File: src/rtl/axis_spm_dac_serializer_if.sv
// axis_spm_dac_serializer_if: continuous AXI-Stream data/valid bundle (sources never stall, so no tready)
interface axis_spm_dac_serializer_if #(
  parameter int TDATA_WIDTH = 32
);
  logic [TDATA_WIDTH-1:0] tdata;
  logic                   tvalid;
  modport master (output tdata, tvalid);
  modport slave  (input  tdata, tvalid);
endinterface

File: src/rtl/axis_spm_dac_serializer.sv
// axis_spm_dac_serializer: snapshots X/Y/Z/U Q31 streams and shifts them to four DAC lanes sharing SCLK/SYNC_n/LDAC_n; define DAC_ROUND_EN for round-to-nearest conversion
module axis_spm_dac_serializer #(
  parameter int                  SAXIS_TDATA_WIDTH = 32,
  parameter int                  DAC_BITS          = 20,
  parameter int                  CMD_BITS          = 4,
  parameter logic [CMD_BITS-1:0] CMD_WRITE         = CMD_BITS'(1),
  parameter int                  SCLK_DIV          = 2,
  parameter int                  SYNC_GAP          = 4,
  parameter int                  LDAC_W            = 2
) (
  input  logic                             a_clk,
  input  logic                             a_resetn,
  input  logic                             enable,
  axis_spm_dac_serializer_if.slave         s_axis_x,
  axis_spm_dac_serializer_if.slave         s_axis_y,
  axis_spm_dac_serializer_if.slave         s_axis_z,
  axis_spm_dac_serializer_if.slave         s_axis_u,
  output logic                             dac_sclk,
  output logic                             dac_sync_n,
  output logic [3:0]                       dac_sdo,
  output logic                             dac_ldac_n,
  output logic                             busy,
  output logic [31:0]                      frame_count,
  output logic [4*SAXIS_TDATA_WIDTH-1:0]   m_axis_dacmon_tdata,
  output logic                             m_axis_dacmon_tvalid
);
  localparam int W = SAXIS_TDATA_WIDTH;
  localparam int FB = CMD_BITS + DAC_BITS;
  localparam int SH = W - DAC_BITS;
  localparam int CNT_MAX = (2*SCLK_DIV > SYNC_GAP) ? ((2*SCLK_DIV > LDAC_W) ? 2*SCLK_DIV : LDAC_W)
                                                   : ((SYNC_GAP > LDAC_W) ? SYNC_GAP : LDAC_W);
  localparam int CW = $clog2(CNT_MAX + 1);
  localparam int BW = $clog2(FB);
  localparam logic signed [W:0] CMAX = $signed({{(SH+2){1'b0}}, {(DAC_BITS-1){1'b1}}});
  localparam logic signed [W:0] CMIN = ~CMAX;

  typedef enum logic [2:0] {IDLE, LOAD, SHIFT, GAP, LDAC} state_t;

  state_t                  state_q, state_d;
  logic [CW-1:0]           cnt_q, cnt_d;
  logic [BW-1:0]           bit_q, bit_d;
  logic [DAC_BITS-1:0]     code_q [4];
  logic [DAC_BITS-1:0]     code_d [4];
  logic [FB-1:0]           sh_q [4];
  logic [FB-1:0]           sh_d [4];
  logic                    sclk_q, sclk_d, sync_n_q, sync_n_d, ldac_n_q, ldac_n_d, busy_q, busy_d, mv_q, mv_d;
  logic [31:0]             fc_q, fc_d;
  logic [4*W-1:0]          mon_q, mon_d;
  logic [W-1:0]            din [4];
  logic                    go;

  assign din = '{s_axis_x.tdata, s_axis_y.tdata, s_axis_z.tdata, s_axis_u.tdata};
  assign go = enable & s_axis_x.tvalid & s_axis_y.tvalid & s_axis_z.tvalid & s_axis_u.tvalid;

  // Sum is one bit wider than the input so the rounding offset can never wrap before saturation
  function automatic logic [DAC_BITS-1:0] conv(input logic [W-1:0] d);
    logic signed [W:0] s;
    logic signed [W:0] t;
`ifdef DAC_ROUND_EN
    s = $signed({d[W-1], d}) + $signed((W+1)'(1) << (SH-1));
`else
    s = $signed({d[W-1], d});
`endif
    t = s >>> SH;
    return (t > CMAX) ? CMAX[DAC_BITS-1:0] : (t < CMIN) ? CMIN[DAC_BITS-1:0] : t[DAC_BITS-1:0];
  endfunction

  always_comb begin
    state_d = state_q;
    cnt_d   = cnt_q;
    bit_d   = bit_q;
    code_d  = code_q;
    sh_d    = sh_q;
    fc_d    = fc_q;
    mon_d   = mon_q;
    mv_d    = 1'b0;
    case (state_q)
      IDLE: if (go) begin
        state_d = LOAD;
        for (int i = 0; i < 4; i++) begin
          code_d[i] = conv(din[i]);
          sh_d[i]   = {CMD_WRITE, conv(din[i])};
        end
      end
      LOAD: begin
        state_d = SHIFT;
        cnt_d   = '0;
        bit_d   = BW'(FB-1);
      end
      SHIFT: begin
        cnt_d = cnt_q + 1'b1;
        // Advance data one cycle after SCLK falls, keeping hold time at the DAC
        if (cnt_q == CW'(SCLK_DIV))
          for (int i = 0; i < 4; i++) sh_d[i] = sh_q[i] << 1;
        if (cnt_q == CW'(2*SCLK_DIV-1)) begin
          cnt_d = '0;
          bit_d = bit_q - 1'b1;
          if (bit_q == '0) state_d = GAP;
        end
      end
      GAP: begin
        cnt_d = cnt_q + 1'b1;
        if (cnt_q == CW'(SYNC_GAP-1)) begin
          cnt_d   = '0;
          state_d = LDAC;
        end
      end
      LDAC: begin
        cnt_d = cnt_q + 1'b1;
        if (cnt_q == CW'(LDAC_W-1)) begin
          cnt_d   = '0;
          state_d = IDLE;
          fc_d    = fc_q + 1'b1;
          mv_d    = 1'b1;
          for (int i = 0; i < 4; i++) mon_d[i*W +: W] = {{SH{code_q[i][DAC_BITS-1]}}, code_q[i]};
        end
      end
      default: state_d = IDLE;
    endcase
    sclk_d   = (state_d == SHIFT) && (cnt_d < CW'(SCLK_DIV));
    sync_n_d = !(state_d == LOAD || state_d == SHIFT);
    ldac_n_d = state_d != LDAC;
    busy_d   = state_d != IDLE;
  end

  always_ff @(posedge a_clk or negedge a_resetn) begin
    if (!a_resetn) begin
      state_q  <= IDLE;
      cnt_q    <= '0;
      bit_q    <= '0;
      code_q   <= '{default: '0};
      sh_q     <= '{default: '0};
      sclk_q   <= 1'b0;
      sync_n_q <= 1'b1;
      ldac_n_q <= 1'b1;
      busy_q   <= 1'b0;
      fc_q     <= '0;
      mon_q    <= '0;
      mv_q     <= 1'b0;
    end else begin
      state_q  <= state_d;
      cnt_q    <= cnt_d;
      bit_q    <= bit_d;
      code_q   <= code_d;
      sh_q     <= sh_d;
      sclk_q   <= sclk_d;
      sync_n_q <= sync_n_d;
      ldac_n_q <= ldac_n_d;
      busy_q   <= busy_d;
      fc_q     <= fc_d;
      mon_q    <= mon_d;
      mv_q     <= mv_d;
    end
  end

  assign dac_sclk             = sclk_q;
  assign dac_sync_n           = sync_n_q;
  assign dac_ldac_n           = ldac_n_q;
  assign busy                 = busy_q;
  assign frame_count          = fc_q;
  assign m_axis_dacmon_tdata  = mon_q;
  assign m_axis_dacmon_tvalid = mv_q;
  assign dac_sdo = sync_n_q ? 4'b0 : {sh_q[3][FB-1], sh_q[2][FB-1], sh_q[1][FB-1], sh_q[0][FB-1]};
endmodule

File: src/flat_wrapper.sv
// flat-port wrapper written by rule: the top's interface ports become plain ports
module axis_spm_dac_serializer_flat 
#(
  parameter int                  SAXIS_TDATA_WIDTH = 32,
  parameter int                  DAC_BITS          = 20,
  parameter int                  CMD_BITS          = 4,
  parameter logic [CMD_BITS-1:0] CMD_WRITE         = CMD_BITS'(1),
  parameter int                  SCLK_DIV          = 2,
  parameter int                  SYNC_GAP          = 4,
  parameter int                  LDAC_W            = 2
)
  (a_clk, a_resetn, enable, dac_sclk, dac_sync_n, dac_sdo, dac_ldac_n, busy, frame_count, m_axis_dacmon_tdata, m_axis_dacmon_tvalid, s_axis_x_tdata, s_axis_x_tvalid, s_axis_y_tdata, s_axis_y_tvalid, s_axis_z_tdata, s_axis_z_tvalid, s_axis_u_tdata, s_axis_u_tvalid);
  axis_spm_dac_serializer_if #(.TDATA_WIDTH(32)) s_axis_x_i ();
  axis_spm_dac_serializer_if #(.TDATA_WIDTH(32)) s_axis_y_i ();
  axis_spm_dac_serializer_if #(.TDATA_WIDTH(32)) s_axis_z_i ();
  axis_spm_dac_serializer_if #(.TDATA_WIDTH(32)) s_axis_u_i ();
  input  logic a_clk;
  input  logic a_resetn;
  input  logic enable;
  output logic dac_sclk;
  output logic dac_sync_n;
  output logic [3:0] dac_sdo;
  output logic dac_ldac_n;
  output logic busy;
  output logic [31:0] frame_count;
  output logic [4*SAXIS_TDATA_WIDTH-1:0] m_axis_dacmon_tdata;
  output logic m_axis_dacmon_tvalid;
  input wire logic [$bits(s_axis_x_i.tdata)-1:0] s_axis_x_tdata;
  input wire logic [$bits(s_axis_x_i.tvalid)-1:0] s_axis_x_tvalid;
  input wire logic [$bits(s_axis_y_i.tdata)-1:0] s_axis_y_tdata;
  input wire logic [$bits(s_axis_y_i.tvalid)-1:0] s_axis_y_tvalid;
  input wire logic [$bits(s_axis_z_i.tdata)-1:0] s_axis_z_tdata;
  input wire logic [$bits(s_axis_z_i.tvalid)-1:0] s_axis_z_tvalid;
  input wire logic [$bits(s_axis_u_i.tdata)-1:0] s_axis_u_tdata;
  input wire logic [$bits(s_axis_u_i.tvalid)-1:0] s_axis_u_tvalid;
  assign s_axis_x_i.tdata = s_axis_x_tdata;
  assign s_axis_x_i.tvalid = s_axis_x_tvalid;
  assign s_axis_y_i.tdata = s_axis_y_tdata;
  assign s_axis_y_i.tvalid = s_axis_y_tvalid;
  assign s_axis_z_i.tdata = s_axis_z_tdata;
  assign s_axis_z_i.tvalid = s_axis_z_tvalid;
  assign s_axis_u_i.tdata = s_axis_u_tdata;
  assign s_axis_u_i.tvalid = s_axis_u_tvalid;
  axis_spm_dac_serializer #(.SAXIS_TDATA_WIDTH(SAXIS_TDATA_WIDTH), .DAC_BITS(DAC_BITS), .CMD_BITS(CMD_BITS), .CMD_WRITE(CMD_WRITE), .SCLK_DIV(SCLK_DIV), .SYNC_GAP(SYNC_GAP), .LDAC_W(LDAC_W)) u_core (.a_clk(a_clk), .a_resetn(a_resetn), .enable(enable), .s_axis_x(s_axis_x_i), .s_axis_y(s_axis_y_i), .s_axis_z(s_axis_z_i), .s_axis_u(s_axis_u_i), .dac_sclk(dac_sclk), .dac_sync_n(dac_sync_n), .dac_sdo(dac_sdo), .dac_ldac_n(dac_ldac_n), .busy(busy), .frame_count(frame_count), .m_axis_dacmon_tdata(m_axis_dacmon_tdata), .m_axis_dacmon_tvalid(m_axis_dacmon_tvalid));
endmodule
File: config.mk
export PLATFORM = sky130hd
export DESIGN_NAME = axis_spm_dac_serializer_flat
export DESIGN_NICKNAME = d
export VERILOG_FILES = /design/src/rtl/axis_spm_dac_serializer_if.sv /design/src/rtl/axis_spm_dac_serializer.sv /design/src/flat_wrapper.sv
export SDC_FILE = /design/constraint.sdc
export NUM_CORES = 1
export LEC_CHECK = 0
export CAP_MARGIN = 30
export CORE_UTILIZATION = 30
export CTS_BUF_LIST = sky130_fd_sc_hd__clkbuf_4 sky130_fd_sc_hd__clkbuf_8 sky130_fd_sc_hd__clkbuf_16
export DETAILED_ROUTE_END_ITERATION = 12
export SLEW_MARGIN = 20
export SYNTH_ARGS = -nofsm -noshare
export SYNTH_HDL_FRONTEND = slang
export SYNTH_SLANG_ARGS = --single-unit
File: constraint.sdc
create_clock -name a_clk -period 5.9 [get_ports a_clk]
set_input_delay 0.885 -clock a_clk [delete_from_list [all_inputs] [get_ports a_clk]]
set_output_delay 0.885 -clock a_clk [all_outputs]
set_load 0.005 [all_outputs]
== Word level (Yosys, flattened, before mapping) ==
Index checks and enable logic that the tools add are counted.

* Register bits after elaboration: 340
* Input port bits: 135
* Output and inout port bits: 169
* Word-level logic and storage cells: 85

* Add/subtract/negate cells: 3
* Order comparisons: 9
* Equality and inequality tests: 13
* Multiplexer cells: 25
* Bitwise gates (word level): 4
* Reductions and logical operators: 13

{| class="wikitable"
|+ Operators with widths
! operator !! count
|-
| 96-bit two-way mux || 2
|-
| 96-bit one-hot mux with 2 select lines || 1
|-
| 20-bit two-way mux || 8
|-
| 20-bit > comparator (second input constant) || 4
|-
| 20-bit less-than comparator (second input constant) || 4
|-
| 32-bit by 1-bit adder with 32-bit output (second input constant) || 1
|-
| 3-bit two-way mux || 7
|-
| 3-bit by 2-bit == test with 1-bit output (second input constant) || 5
|-
| 3-bit one-hot mux with 5 select lines || 1
|-
| 5-bit one-hot mux with 2 select lines || 1
|-
| 3-bit by 1-bit == test with 1-bit output (second input constant) || 3
|-
| 3-bit one-hot mux with 3 select lines || 1
|-
| 2-bit by 1-bit != test with 1-bit output (second input constant) || 3
|-
| 2-bit AND reduction || 3
|-
| 5-bit zero test || 1
|-
| 5-bit two-way mux || 1
|-
| 5-bit by 1-bit subtractor with 5-bit output (second input constant) || 1
|-
| 1-bit bitwise AND || 4
|-
| 4-bit two-way mux || 1
|-
| 2-bit nonzero test || 2
|-
| 3-bit by 1-bit adder with 3-bit output (second input constant) || 1
|-
| 3-bit == test (second input constant) || 1
|-
| 3-bit zero test || 1
|-
| 3-bit by 2-bit less-than comparator with 1-bit output (second input constant) || 1
|-
| other kinds (8) || 9
|}

== Logic depth before layout (Yosys ltp) ==
* Depth after elaboration: 9
* Mapped depth: 9
* Mapped depth without buffers: 7

== Worst setup path after synthesis ==
OpenSTA, ideal clock, no wires.

* Kind: register to register
* Start point: reg u_core.cnt_q[1]
* End point: reg u_core.fc_q[19] (netlist: u_core.frame_count[19])
* Setup time: 0.124 ns
* Arrival: 2.159 ns
* Data required time: 5.776 ns
* Slack: 3.617 ns
* Stages on the path, launching flop included: 7
* Path buffers: 0
* Clock period less this slack: 2.283 ns
* Cells stage by stage: dfrtp_1 -> inv_1 -> ha_1 -> or4b_4 -> or3_4 -> or4_4 -> xnor2_2

* Word-level cells in the longest chain between the ends: 2

{| class="wikitable"
|+ Ends and longest elaborated chain
! what !! line !! text
|-
| from (decl) || axis_spm_dac_serializer.sv:40 || <nowiki>logic [CW-1:0] cnt_q, cnt_d;</nowiki>
|-
| from (signal assigned) || axis_spm_dac_serializer.sv:142 || <nowiki>cnt_q <= cnt_d;</nowiki>
|-
| 3-bit by 1-bit == test with 1-bit output || axis_spm_dac_serializer.sv:110 || <nowiki>if (cnt_q == CW'(LDAC_W-1)) begin</nowiki>
|-
| 2-bit AND reduction (no source line) || -- ||
|-
| to (signal assigned) || axis_spm_dac_serializer.sv:137 || <nowiki>fc_q <= '0;</nowiki>
|-
| to (signal assigned) || axis_spm_dac_serializer.sv:150 || <nowiki>fc_q <= fc_d;</nowiki>
|-
| to (decl) || axis_spm_dac_serializer.sv:47 || <nowiki>logic [31:0] fc_q, fc_d;</nowiki>
|}

Every way passes these cells.
A chain may end at the register's enable or synchronous reset.

== Worst setup path in the final report ==
* Start point: reg u_core.cnt_q[1]
* End point: reg u_core.mon_q[32] (netlist: u_core.m_axis_dacmon_tdata[32])

* Word-level cells in the longest chain between the ends: 2

{| class="wikitable"
|+ Ends and longest elaborated chain
! what !! line !! text
|-
| 3-bit by 1-bit == test with 1-bit output || axis_spm_dac_serializer.sv:110 ||
|-
| 2-bit AND reduction (no source line) || -- ||
|-
| to (signal assigned) || axis_spm_dac_serializer.sv:151 || <nowiki>mon_q <= mon_d;</nowiki>
|-
| to (decl) || axis_spm_dac_serializer.sv:48 || <nowiki>logic [4*W-1:0] mon_q, mon_d;</nowiki>
|}

Every way passes these cells.

==> impl_metrics.csv <==
group,metric,value,unit
yosys,synth_area_leaders,"dfrtp_1 58%, nand2_1 15%, mux2i_1 5.9%",
critical_path,critPathArrivalTime,3.72,ns
sta,whs,0.345,ns
clocking,numCtsBuffers,36,
yosys,netlist_top_cells_count,"507 x nand2_1, 302 x dfrtp_1, 96 x nand3_1",
sta,period_minus_slack,3.25,ns
yosys,synth_top_family_by_area,"simple AND/OR/NAND/NOR gates",
place,dp_cells,2093,
drt,drtIter0Drc,611,
cells_and_area,nFillCells,4243,
place,gp_congestion,0.771,
yosys,ys_seq_area_share,58.1,%
drt,vias,9908,
yosys,synth-simple-area-share,22.0,%
global_route,antenna_found_initial,0,
yosys,async_flop_share,100,%
sta,finalCritPeriodShare,55.0,%
critical_path,end_kind,"flop",
die,rows,76,
power,power_density,258,nW/um^2
min_path,hold_path.class,"in2async",
yosys,synth_ff_type,"dfrtp_1",
place,place.port_buffers,255,
sta,finalSetupViolations,0,
die,start_util,30.4,%
sta,fin_skew,0.0147,ns
cells_and_area,fin_area,17100,sq um
drt,drt-wirelength-per-cell,15.6,microns
yosys,syn-cell-area,13100,sq um
critical_path,start_kind,"flop",
place,placed_cell_area,15900,sq um
sta,clock.fmax,308,MHz
status,run_status,"finished clean",
yosys,synth_fp_nets,1513,
power,power,0.00443,W
cells_and_area,fin_nets,1690,
sta,relSlewSlack,40.9,%
sta,slew_viol_final,0,
cells_and_area,drive_gt1_share,6.04,%
cells_and_area,final_cells,2158,
yosys,netlist_instances,1370,
yosys,syn_avg_cell_area,9.56,sq um
global_route,first_global_vias,9933,
die,io-pin-count,304,
clocking,h-tree-depth,2,
critical_path,worstPathBufferInverterCount,3,
die,die_h,211,microns
sta,hold_violations,0,
yosys,yosys_register_bits,304,
clocking,path_clk_slew,0.06,ns
global_route,grt_max_degree,135,
cells_and_area,diodes,0,
critical_path,cp.required,6.37,ns
power,leakagePower,8.65,nW
global_route,grt_use_total,15.4,%
drt,firstDrtPassIters,5,
yosys,synth_xor_area_share,2.20,%
critical_path,cp_slowest_cell,"nor4b_1",
die,core_area,43100,sq um
critical_path,critPathKind,"reg2reg",
yosys,ys_types,47,
drt,wl,33700,microns
yosys,synth_compound_area_share,5.38,%
sta,rsz0062_at_grt,"no",
yosys,synthAdderAreaFrac,0.764,%
drt,final_antenna_net_count,0,
critical_path,worst-path-max-fanout,43,
clocking,cts_buffer_depth,3,
drt,vias_per_cell,4.59,
clocking,post_cts_buffers,0,
global_route,grt_pass1_wl,54500,microns
die,die_width,211,microns
clocking,post_cts_resize_count,0,
global_route,overflow,0,
critical_path,max_stage_delay,0.67,ns
sta,finalSetupTns,0,ns
job,cap_violations,0,
yosys,synth_top_area_share,57.7,%
cells_and_area,area_delta_synth_final,30.9,%
critical_path,crit_top_cell,"nand2_1",
die,dieArea,44500,sq um
yosys,synth_most_common_cell,"nand2_1",
yosys,synth_mux_area_share,5.97,%
yosys,synth-warning-count,0,
power,peakVddDrop,0.174,mV
clocking,root_buffer,"clkbuf_16",
drt,drc,0,
place,hpwl,21500,microns
yosys,synth-edff-count,0,
critical_path,crit_chain,"inv_1 -> ha_1 -> nor4b_1 -> nand2_4 -> clkinv_2 -> buf_4 -> nand2_1 -> nand2_1",
clocking,cts_hold_buf,0,
yosys,yosys.area.top_type,"dfrtp_1",
sta,worst_pin_slew,0.886,ns
clocking,cts_tree,"built",
clocking,worstSkewPairLatency,0.53,ns
clocking,clock_sinks,304,
critical_path,path_delay_family,"simple AND/OR/NAND/NOR gates",
==> flip-flops by register name, indices dropped and copies added, names as in the netlist <==
name and cells:
u_core.sh_q 96, u_core.code_q 80, u_core.m_axis_dacmon_tdata 80, u_core.frame_count 32
u_core.bit_q 5, u_core.cnt_q 3, u_core.state_q 3, u_core.busy 1
u_core.dac_ldac_n 1, u_core.dac_sclk 1, u_core.dac_sync_n 1, u_core.m_axis_dacmon_tvalid 1
==> per-layer routing <==
layer | vias up | part of all wire (%) | global-route usage (%)
li1 | 4806 | - | -
met1 | 4834 | 46 | 20.3
met2 | 225 | 47 | 25.0
met3 | 43 | 5.5 | 3.40
met4 | 0 | 2.0 | 5.02
met5 | - | 0 | 0
==> final timing paths <==
path / from / endpoint / slack [ns] / depth (start not counted)
setup reg to reg: u_core.cnt_q[1] / u_core.m_axis_dacmon_tdata[32] / 2.65 / 8
min in group a_clk: u_core.code_q[33] / u_core.m_axis_dacmon_tdata[77] / 0.46 / 2
setup / recovery: u_core.cnt_q[1] / u_core.m_axis_dacmon_tdata[32] / 2.65 / 8
hold reg to reg: u_core.code_q[33] / u_core.m_axis_dacmon_tdata[77] / 0.46 / 2
hold / removal: a_resetn / u_core.frame_count[19] / 0.34 / 1
max in group asynchronous: a_resetn / u_core.m_axis_dacmon_tdata[47] / 4.19 / 2
==> kinds of logic (layout without fill, tap and decap cells) <==
kind of cell / count (synthesis) / after routing
and+or+nand+nor: 683 / 683
buffers and inverters: 145 / 348
adders and majority gates: 8 / 8
xor gates and xnor gates: 32 / 32
muxes: 78 / 78
DFF: 304 / 304
AOI/OAI and AO/OA: 120 / 120
==> area by class of cell <==
cell class | instances | area (sq um) | area share [%]
Sequential cell | 304 | 7610 | 44.4
Tap cell | 585 | 732 | 4.27
Multi-Input combinational cell | 921 | 4800 | 28.0
Timing Repair Buffer | 270 | 2760 | 16.1
Inverter | 14 | 53.8 | 0.314
Clock buffer | 49 | 1070 | 6.22
Clock inverter | 15 | 128 | 0.744
==> where the power goes <==
part / switching [W] / internal, W
clock: 0.000872 / 0.00135
sequential: 0 / 0.00209
combinational: 0.0000618 / 0.0000565
==> metrics by stage <==
step | utilization (%) | setup slack (ns)
after CTS | 39.7 | 2.58
after floorplan | - | 3.62
after global routing | 39.8 | 2.29
after detailed placement | 37.0 | 2.49
after global placement | 36.8 | 2.40
final | 39.8 | 2.65
==> cells in the final DEF (no fill, tap or decap), types with 5 or more instances in the layout <==
master | Yosys | final
clkinv_2 | 0 | 13
ha_1 | 8 | 8
and3_1 | 6 | 5
nor2_1 | 15 | 14
clkdlybuf4s50_1 | 0 | 254
nor4_1 | 5 | 5
nand3_1 | 96 | 94
nand4_1 | 12 | 12
mux2i_1 | 77 | 77
buf_4 | 48 | 10
nand2_1 | 507 | 506
xor2_1 | 14 | 14
dfrtp_1 | 302 | 302
nor3_1 | 15 | 15
o21ai_0 | 84 | 84
a21oi_1 | 7 | 7
clkbuf_16 | 0 | 37
a22o_1 | 17 | 17
xnor2_1 | 17 | 17
clkbuf_8 | 0 | 8
inv_1 | 13 | 12
Note: power is estimated with default switching activity, not from simulation.
==> edit 1: new RTL, config.mk and constraints unchanged <==
Encoding of `state_t`: now Gray code (3 bits for 5 states).
--- a/src/rtl/axis_spm_dac_serializer.sv
+++ b/src/rtl/axis_spm_dac_serializer.sv
@@ -34,7 +34,7 @@
   localparam logic signed [W:0] CMAX = $signed({{(SH+2){1'b0}}, {(DAC_BITS-1){1'b1}}});
   localparam logic signed [W:0] CMIN = ~CMAX;
 
-  typedef enum logic [2:0] {IDLE, LOAD, SHIFT, GAP, LDAC} state_t;
+  typedef enum logic [2:0] {IDLE = 3'b000, LOAD = 3'b001, SHIFT = 3'b011, GAP = 3'b010, LDAC = 3'b110} state_t;
 
   state_t                  state_q, state_d;
   logic [CW-1:0]           cnt_q, cnt_d;
Behaviour: same outputs for any inputs over 10 cycles, from zero or initial values and one cycle with a_resetn low; not proved beyond that.
==> edit 1 against the original RTL <==
Worst setup slack better by 0.40 ns. Count of clock-buffer cells in the layout up 4. Final area down 2.9%. Sequential cell count unchanged. Wire length down 11%. Synthesized area down 2.4%. Critical endpoint is now u_core.m_axis_dacmon_tdata[37]$_DFFE_PN0P_. Largest cell class unchanged.
Power is not compared: it rests on default switching activity, and its combinational part moved more than twofold at a synthesized area within 25%.
==> edit 1: results <==
[timing]
fin_ws_ns = 3.053
hold_slack_ns = 0.3334
finalClockSkew_ns = 0.01335
slew_headroom_pct = 38.31

[global_routing]
grt_first_pass_wirelength_um = 48830
antenna_found_initial = 2
grt_max_degree = 140
met3_usage_pct = 3.230
use_met1_pct = 18.19
grt_util_met2_pct = 23.04
grt_usage_pct = 14.13
first_global_vias = 8823

[hold_path]
hold_path_class = in2async

[cts]
cts_root_buffer = clkbuf_16
cts_max_level = 2
clock_latency_ns = 0.52
cts_buffers = 36
cts_resized = 0
cts_max_path_buffers = 3
postCtsSetupBuffers = 0
cts.reportedPaths.clkPinSlew_ns = 0.06

[drt]
met1_length_um = 13580
wl_met3_um = 1476
drtIter0Drc = 350
wl_met2_um = 14130
wl_um = 30010
avgViaCountPerCell = 4.554
top_layer = met5
firstDrtPassIters = 4

[synth]
synth.top_cells.by_area = dfrtp_1, nand2_1, mux2_2, mux2i_1, buf_4
synthArstFlopShare_pct = 100.0
ys.warnings.count = 0
synth_ff_type = dfrtp_1
synth.distinct_cells = 43
synth_xor_area_share_pct = 2.122
synth_seq_area_share_pct = 59.49
synth_fa_ha_area_share_pct = 0.7825
syn_nets = 1304
synth_common_cells = nand2_1, dfrtp_1, mux2_2
synth_compound_area_share_pct = 4.939
synthMuxAreaShare_pct = 13.56

[cells_and_area]
drive_above_1_share_pct = 11.77
nNetsFinal = 1497
top_register = u_core.sh_q
largest_register_ffs = 96

[worst_setup_path]
crit_path_max_fanout = 55
reg2reg_depth = 4
path_class = reg2reg
r2r-start = u_core.state_q[1]$_DFF_PN0_
endpoint = u_core.m_axis_dacmon_tdata[37]$_DFFE_PN0P_
ff2ff_setup_slack_ns = 3.05

[place]
numPortBuffers = 255
dp_worst_setup_slack_ns = 2.484
gp_congestion = 0.7653
hpwl_um = 19250

[run_status]
status = completed

[power_and_ir_drop]
vdd_drop_max_uv = 196.3
switchingPower_mw = 1.938
p_leak_nw = 8.226
## edit 1: cell count changes in the layout (fill, tap and decap cells not counted), sizes merged, moves of 5 or more
| cell | before | now |
|---|---|---|
| nand2 | 507 | 350 |
| buf | 16 | 11 |
| nor3 | 15 | 4 |
| nand4 | 12 | 6 |
| mux2 | 1 | 82 |
| nand3 | 96 | 8 |
| clkinv | 14 | 4 |
## edit 1: area by class of cell
cell class / count / area [um^2]
clock buffer: 53 / 1090
multi-input combinational: 738 / 4542
fill: 4111 / 25400
antenna: 1 / 2.502
sequential: 304 / 7610
timing repair buffer: 265 / 2645
tap: 539 / 674.4
clock inverter: 7 / 46.29
inverter: 9 / 33.78
## edit 1: worst max-delay path: stages (launching register included)
cell,delay (ns)
dfrtp_1,0.70
and2b_1,0.28
and2_4,0.73
buf_4,0.55
mux2_2,0.39
## edit 1: cells by family (layout without fill, tap and decap cells)
| group | after synthesis | count (layout) |
|---|---|---|
| adders and majority gates | 8 | 8 |
| other | 0 | 1 |
| xor gates and xnor gates | 31 | 31 |
| muxes | 163 | 163 |
| AOI/OAI and AO/OA | 109 | 109 |
| and+or+nand+nor | 427 | 427 |
| DFF | 304 | 304 |
| buffers and inverters | 119 | 334 |
## edit 1: power groups by stage
stage	Clock [mW]	Combinational [mW]	Sequential [mW]
2_1_floorplan	0	0.978	3.14
3_3_place_gp	0	1.59	3.23
3_5_place_dp	0	1.63	3.25
4_1_cts	2.23	1.64	3.22
5_1_grt	2.30	1.80	3.32
6_report	2.14	1.60	3.22
## edit 1: stage by stage
stage          cells  area (um^2)
5_1_grt         1916        16640
3_5_place_dp    1855        15500
2_1_floorplan   1161        12790
3_3_place_gp    1855        15500
6_report        1916        16640
4_1_cts         1915        16640
==> edit 2: new RTL, same settings <==
Made on the original files. `CMD_BITS` is set to 4 in 2 places; all go to 2.
--- a/src/rtl/axis_spm_dac_serializer.sv
+++ b/src/rtl/axis_spm_dac_serializer.sv
@@ -2,7 +2,7 @@
 module axis_spm_dac_serializer #(
   parameter int                  SAXIS_TDATA_WIDTH = 32,
   parameter int                  DAC_BITS          = 20,
-  parameter int                  CMD_BITS          = 4,
+  parameter int                  CMD_BITS          = 2,
   parameter logic [CMD_BITS-1:0] CMD_WRITE         = CMD_BITS'(1),
   parameter int                  SCLK_DIV          = 2,
   parameter int                  SYNC_GAP          = 4,
--- a/src/flat_wrapper.sv
+++ b/src/flat_wrapper.sv
@@ -3,7 +3,7 @@
 #(
   parameter int                  SAXIS_TDATA_WIDTH = 32,
   parameter int                  DAC_BITS          = 20,
-  parameter int                  CMD_BITS          = 4,
+  parameter int                  CMD_BITS          = 2,
   parameter logic [CMD_BITS-1:0] CMD_WRITE         = CMD_BITS'(1),
   parameter int                  SCLK_DIV          = 2,
   parameter int                  SYNC_GAP          = 4,
Formal check against the unedited RTL: not equivalent (a bounded check fails within 10 cycles, from zero or initial values and one cycle with a_resetn low).
==> edit 2 against the original RTL <==
Sequential cell count is 8 lower. Synthesized area is 2.4% lower. Power is 1.9% lower. Final area is 2.6% lower. Worst setup slack worse by 0.31 ns. Utilization hardly changed. Critical endpoint is now u_core.m_axis_dacmon_tdata[80]$_DFFE_PN0P_. Wire length is 0.96% higher. Via count is 2.9% lower.
==> edit 2: results <==
[run_status]
status = completed

[timing]
hold_slack_ns = 0.4423

[worst_setup_path]
timing.rr.end = u_core.m_axis_dacmon_tdata[80]$_DFFE_PN0P_
max_stage_delay_ns = 0.64
cp_top_family = buffers and inverters
r2r-start = u_core.cnt_q[0]$_DFFE_PN0N_
crit_slowest_cell = buf_4
cp.arrival_ns = 4.02

[cells_and_area]
largest_register_ffs = 88
fill_cells = 4141
drive_above_1_share_pct = 5.909
nNetsFinal = 1659

[synth]
synth_compound_area_share_pct = 4.404
syn_inst = 1338
synth_seq_area_share_pct = 57.95
syn_nets = 1481
synth.top_cells.by_area = dfrtp_1, nand2_1, mux2i_1, nand3_1, buf_4

[place]
hpwl_um = 21300
dp_worst_setup_slack_ns = 2.244
place_inst = 2017

[global_routing]
grt_max_degree = 161
first_global_vias = 9741
grt_usage_pct = 15.87

[drt]
avgViaCountPerCell = 4.627
vias = 9619
met1_length_um = 16060

[power_and_ir_drop]
vdd_drop_max_uv = 155.5
## edit 2: power breakdown
part	switching (mW)	total [mW]	internal (mW)
registers	0	2.03	2.03
clock network	0.857	2.20	1.34
logic	0.0608	0.116	0.0551
total	0.917	4.34	3.43
## edit 2: worst min-delay path by stage
stage	from	end
4_1_cts	u_core.code_q[21]$_DFFE_PN0P_	u_core.m_axis_dacmon_tdata[65]$_DFFE_PN0P_
6_report	a_resetn	u_core.frame_count[17]$_DFFE_PN0P_
3_3_place_gp	u_core.code_q[34]$_DFFE_PN0P_	u_core.m_axis_dacmon_tdata[78]$_DFFE_PN0P_
3_5_place_dp	u_core.code_q[77]$_DFFE_PN0P_	u_core.m_axis_dacmon_tdata[17]$_DFFE_PN0P_
2_1_floorplan	u_core.code_q[60]$_DFFE_PN0P_	u_core.m_axis_dacmon_tdata[0]$_DFFE_PN0P_
5_1_grt	a_resetn	u_core.frame_count[18]$_DFFE_PN0P_
## edit 2: cells by family after synthesis
family,count (synthesis)
multiplexers,79
AND/OR/NAND/NOR,680
AO/OA/AOI/OAI,101
buffers and inverters,140
adder cells (fa/ha/maj),8
XOR/XNOR,34
flip-flops,296
## edit 2: layout make-up
class	count	area share [%]
clock buffers	55	6.651
well taps	539	4.037
flip-flops and latches	296	44.36
repair buffers	268	16.36
inverters	12	0.2771
clock inverters	7	0.3970
multi-input cells	902	27.92
## edit 2: metal layers
layer  GRT usage, %  vias up
met5              0        -
met4          4.828        0
met3          3.442       43
met2          25.12      206
met1          21.66     4710
li1               -     4660
## edit 2: worst register-to-register path, delay by kind of cell, from the launching register on
family	cells	cell delay, ns
adder cells (fa/ha/maj)	1	0.26
buffers and inverters	3	1.43
flip-flops	1	0.46
AND/OR/NAND/NOR	4	1.34
